**src/rtl/std_seq_mult_5.sv**
```systemverilog
// Iterative unsigned shift-add multiplier with a go/done handshake.
// One partial product is added per cycle, so a WIDTH x WIDTH product
// (truncated to WIDTH bits) needs WIDTH busy cycles and a single adder.
// `done` is a registered one-cycle pulse, and `out` holds the last product.
module std_seq_mult_5 #(
  parameter int WIDTH = 5
) (
  input  logic             clk,
  input  logic             reset,
  input  logic             go,
  input  logic [WIDTH-1:0] left,
  input  logic [WIDTH-1:0] right,
  output logic [WIDTH-1:0] out,
  output logic             done
);

  localparam int CNT_W = (WIDTH > 1) ? $clog2(WIDTH) : 1;
  localparam logic [CNT_W-1:0] LAST_ITER = CNT_W'(WIDTH - 1);

  typedef enum logic [1:0] {
    IDLE = 2'd0,
    BUSY = 2'd1,
    DONE = 2'd2
  } state_t;

  state_t           state_q, state_d;
  logic [WIDTH-1:0] mcand_q, mcand_d;
  logic [WIDTH-1:0] mplier_q, mplier_d;
  logic [WIDTH-1:0] acc_q, acc_d;
  logic [CNT_W-1:0] cnt_q, cnt_d;
  logic [WIDTH-1:0] out_q, out_d;
  logic             done_q, done_d;
  logic [WIDTH-1:0] acc_sum;

  // Next-state logic: accept in IDLE, one shift-add step per BUSY cycle,
  // publish the product on the last step, then spend one cycle in DONE.
  always_comb begin
    state_d  = state_q;
    mcand_d  = mcand_q;
    mplier_d = mplier_q;
    acc_d    = acc_q;
    cnt_d    = cnt_q;
    out_d    = out_q;
    done_d   = 1'b0;
    acc_sum  = acc_q + (mplier_q[0] ? mcand_q : '0);

    case (state_q)
      IDLE: begin
        if (go) begin
          mcand_d  = left;
          mplier_d = right;
          acc_d    = '0;
          cnt_d    = '0;
          state_d  = BUSY;
        end
      end
      BUSY: begin
        acc_d    = acc_sum;
        mcand_d  = mcand_q << 1;
        mplier_d = mplier_q >> 1;
        if (cnt_q == LAST_ITER) begin
          // The counter returns to zero so it never exceeds WIDTH-1.
          cnt_d   = '0;
          out_d   = acc_sum;
          done_d  = 1'b1;
          state_d = DONE;
        end else begin
          cnt_d = cnt_q + CNT_W'(1);
        end
      end
      DONE: begin
        // go is deliberately not looked at here, so a held go restarts
        // only after returning to IDLE.
        state_d = IDLE;
      end
      default: begin
        state_d = IDLE;
      end
    endcase
  end

  // State and datapath registers with synchronous active-low reset that
  // overrides everything, including an operation already in flight.
  always_ff @(posedge clk) begin
    if (!reset) begin
      state_q  <= IDLE;
      mcand_q  <= '0;
      mplier_q <= '0;
      acc_q    <= '0;
      cnt_q    <= '0;
      out_q    <= '0;
      done_q   <= 1'b0;
    end else begin
      state_q  <= state_d;
      mcand_q  <= mcand_d;
      mplier_q <= mplier_d;
      acc_q    <= acc_d;
      cnt_q    <= cnt_d;
      out_q    <= out_d;
      done_q   <= done_d;
    end
  end

  assign out  = out_q;
  assign done = done_q;

endmodule

```
**config.mk**
```make
export PLATFORM = sky130hd
export DESIGN_NAME = std_seq_mult_5
export DESIGN_NICKNAME = d
export VERILOG_FILES = /design/src/rtl/std_seq_mult_5.sv
export SDC_FILE = /design/constraint.sdc
export NUM_CORES = 1
export LEC_CHECK = 0
export CELL_PAD_IN_SITES_DETAIL_PLACEMENT = 0
export CELL_PAD_IN_SITES_GLOBAL_PLACEMENT = 1
export CORE_ASPECT_RATIO = 0.75
export CORE_MARGIN = 4
export CORE_UTILIZATION = 45
export CTS_BUF_LIST = sky130_fd_sc_hd__clkbuf_4
export CTS_CLUSTER_SIZE = 20
export DETAILED_ROUTE_END_ITERATION = 16
export PLACE_DENSITY = 0.93
export SYNTH_ARGS = -nofsm -noshare
export SYNTH_HDL_FRONTEND = slang
export SYNTH_SLANG_ARGS = --single-unit
```
**constraint.sdc**
```tcl
create_clock -name clk -period 4.6 [get_ports clk]
set_input_delay 0.69 -clock clk [delete_from_list [all_inputs] [get_ports clk]]
set_output_delay 0.69 -clock clk [all_outputs]
set_load 0.03 [all_outputs]
```
==> impl_results.md <==
- TritonCTS clock tree: done
- Worst relative slew slack: 0.392
- Timing startpoint of the critical path: state_q[0]
- Gate family responsible for the most delay along the worst path: simple AND/OR/NAND/NOR gates
- Wirelength, routed: 2.68 mm
- Part of the power in combinational logic: 0.138
- WL/cell: 12.9 um
- Start of the worst register-to-register path: state_q[0]
- Area inside the core boundary: 2720 sq um
- Data required time of the worst path: 4820 ps
- GRT Util Overall: 0.160
- Timing-limited maximum frequency: 0.484 GHz
- CTS Root Cell: sky130_fd_sc_hd__clkbuf_4
- Largest net degree at the start of global routing: 32
- Syn nets: 178
- Initial cell density of the core: 0.489
- Number of standard cells after synthesis: 158
- H-tree lvl count: 1
- FF+latch count, synth: 26
- Grt ovf: 0
- Hold path startpoint: acc_q[4]
- Maximum count of clock buffers along a single path: 2
- Total clock buffers created by CTS: 3
- Global-route wire length before repair: 4.86 mm
- Clock tree skew after final layout: 15.4 ps
- Worst supply voltage drop on vdd: 0.000137 V
- Yosys warns: 0
- Clock insertion delay at the later pin of the skew report: 320 ps
- Result of the run: finished clean
- Type of destination of the critical path: flop
- Hold Crit Class: flop to flop
- Aggregate negative setup slack: 0 ps
- Final antenna diode count: 0
- NetSw: 0.104 mW
- Overall via count from detail_route: 1115
- Top-Level Pins: 19
- Number of synthesized flops with an enable pin: 0
- Worst-Margin Slew: 909 ps
- Via count of the first global-routing pass: 1035
- 1st-iter DRT viols: 52
- Biggest cell delay along the critical path: 670 ps
- Top_reg_cell synth: sky130_fd_sc_hd__dfxtp_1
- Library cell occupying the most area in the post-synthesis netlist: sky130_fd_sc_hd__dfxtp_1
- Power Internal: 0.293 mW
- Post-DP HPWL: 1.98 mm
- Signal arrival time at the worst endpoint: 2280 ps
- Worst Setup Start Kind: flop
- Highest fanout seen on the critical path: 12
- Weighted congestion at the end of routability-driven global placement: 0.745
- Final Hold Fails: 0
- Number of hold-repair buffers added at the cts stage: 0
- Flop pwr share: 0.615
- Avg Synthesized Cell Area: 8.42 sq um
- Drt drc: 0
- Power density over the cells: 260 nW/um^2
- Leak Pwr: 0.624 nW
- Commonest cells post-synth: 26 x sky130_fd_sc_hd__dfxtp_1, 20 x sky130_fd_sc_hd__nor2_1, 17 x sky130_fd_sc_hd__nand2_1, 9 x sky130_fd_sc_hd__nand3_1
- Total of buffers placed on input and output ports: 18
- Final-stage net count: 192
- Synth-to-layout area growth: 15.1%
- Setup ws final: 2540 ps
- Post-synth design cell area: 1330 sq um
- Setup slack after placement: 2210 ps
- Post-detailed-route count of antenna-violating nets: 0
- Horizontal die dimension: 70.8 um
- CTS sink cnt: 26
- Count of cell types in the netlist: 35
- Pre-antenna DRT Iters: 6
- Placed Instance Area: 1500 sq um
- Buffers plus inverters on the worst setup path: 0
- FFs w/ async S/R, synth: 0
- Crit-path cells: nand2b_1, nor2_1, mux2i_1, nor2b_1
- Most repeated cell in the gate-level netlist after synthesis: sky130_fd_sc_hd__dfxtp_1
- Sequential share of the synthesized area: 0.391
- Number of maximum-capacitance constraint violations: 0
- Number of antenna violations at the first check in global routing: 0
- Vias per cell: 5.39
- Share of layout cells above drive strength 1: 0.0468
- Post-CTS Setup Inserts: 0
- Post-route clock period utilization: 0.449
- DIE HEIGHT: 55.1 um
- Core Rows: 16
- Sum of internal, switching and leakage power: 0.397 mW
- Share of total power in the clock network: 0.246
- Unrepaired setup endpoints after global routing: false
- Cell with the biggest individual delay on the critical path: sky130_fd_sc_hd__nor2_1
- Crit Path Class: flop to flop
- Final count of pins violating max slew: 0
- Post-cts gate resize count: 0
- Finished Cell Area: 1530 sq um
- Die ar.: 3900 sq um
- Yosys top cell area share: 0.391
- Cell types with the largest area share after synthesis: sky130_fd_sc_hd__dfxtp_1 39%, sky130_fd_sc_hd__ha_1 5.6%, sky130_fd_sc_hd__nor2_1 5.6%
- Clock transition at the registers of the reported paths: 150 ps
- # setup viols final: 0
- Net switching fraction of the power: 0.261
- Min Tclk post-route: 2060 ps
## kinds of logic (layout without fill, tap and decap cells)
logic type      after synthesis  count (layout)  share of synthesized area
fa+ha+maj                     7               7                     0.0715
buf+inv                      15              28                     0.0555
xor+xnor                      3               3                     0.0198
simple gates                 73              73                      0.275
compound gates               32              32                      0.172
mux                           2               2                     0.0151
flops                        26              26                      0.391
## registers in the layout, summed over array words and instances, names as in the netlist
register / flops
acc_q: 5
mcand_q: 5
mplier_q: 5
out: 5
cnt_q: 3
state_q: 2
done: 1
## metrics by stage
stage                     std cells  hold WS [ps]   util
after floorplan                 158           448      -
after global routing            207           518  0.562
after detailed placement        203           472  0.552
final                           207           501  0.562
after global placement          203           459  0.552
after CTS                       207           493  0.562
## layout make-up
type                            count  area [sq um]
Fill cell                         265          1190
Multi-Input combinational cell    117           736
Sequential cell                    26           520
Timing Repair Buffer               18           180
Tap cell                           36          45.0
Clock buffer                        3          22.5
Inverter                            6          22.5
Clock inverter                      1          3.75
## power by group through the flow
stage	clock network (mW)	registers, mW	logic, mW
6_report	0.0978	0.244	0.0550
5_1_grt	0.111	0.246	0.0626
4_1_cts	0.102	0.244	0.0552
3_5_place_dp	0	0.249	0.0551
3_3_place_gp	0	0.248	0.0529
2_1_floorplan	0	0.245	0.0406
## placed cells by master (no fill, tap or decap), types with 2 or more instances in the layout
master and instances:
sky130_fd_sc_hd__ha_1 6, sky130_fd_sc_hd__o221ai_1 5, sky130_fd_sc_hd__nor2_1 20, sky130_fd_sc_hd__a22oi_1 2
sky130_fd_sc_hd__nand2b_1 2, sky130_fd_sc_hd__clkbuf_4 3, sky130_fd_sc_hd__dfxtp_1 26, sky130_fd_sc_hd__o21ai_1 4
sky130_fd_sc_hd__inv_1 5, sky130_fd_sc_hd__mux2i_1 2, sky130_fd_sc_hd__clkdlybuf4s50_1 18, sky130_fd_sc_hd__and2_1 8
sky130_fd_sc_hd__nand2_1 17, sky130_fd_sc_hd__a21boi_1 2, sky130_fd_sc_hd__a21oi_1 8, sky130_fd_sc_hd__nand3b_1 2
sky130_fd_sc_hd__o211a_1 5, sky130_fd_sc_hd__nand4_1 2, sky130_fd_sc_hd__nand3_1 9, sky130_fd_sc_hd__xnor2_1 3
sky130_fd_sc_hd__nor2b_1 8
## final timing paths
path,end,slack (ps),cells past startpoint
setup / recovery,out[2],2540,4
hold / removal,acc_q[4],500,2
setup reg to reg,out[2],2540,4
hold reg to reg,acc_q[4],500,2
## metal layers
metal  wire, um  vias to the layer above  global-route usage
li1           -                      569                   -
met3        104                        2              0.0451
met2       1190                       19               0.260
met4         20                        0              0.0375
met5          0                        -                   0
met1       1360                      525               0.212
## worst min-delay path: stages, from the launching register on
cell                      delay, ps
sky130_fd_sc_hd__dfxtp_1        350
sky130_fd_sc_hd__nand3_1         60
sky130_fd_sc_hd__o21ai_1         60
No activity file was read; power rests on OpenSTA's default activity.
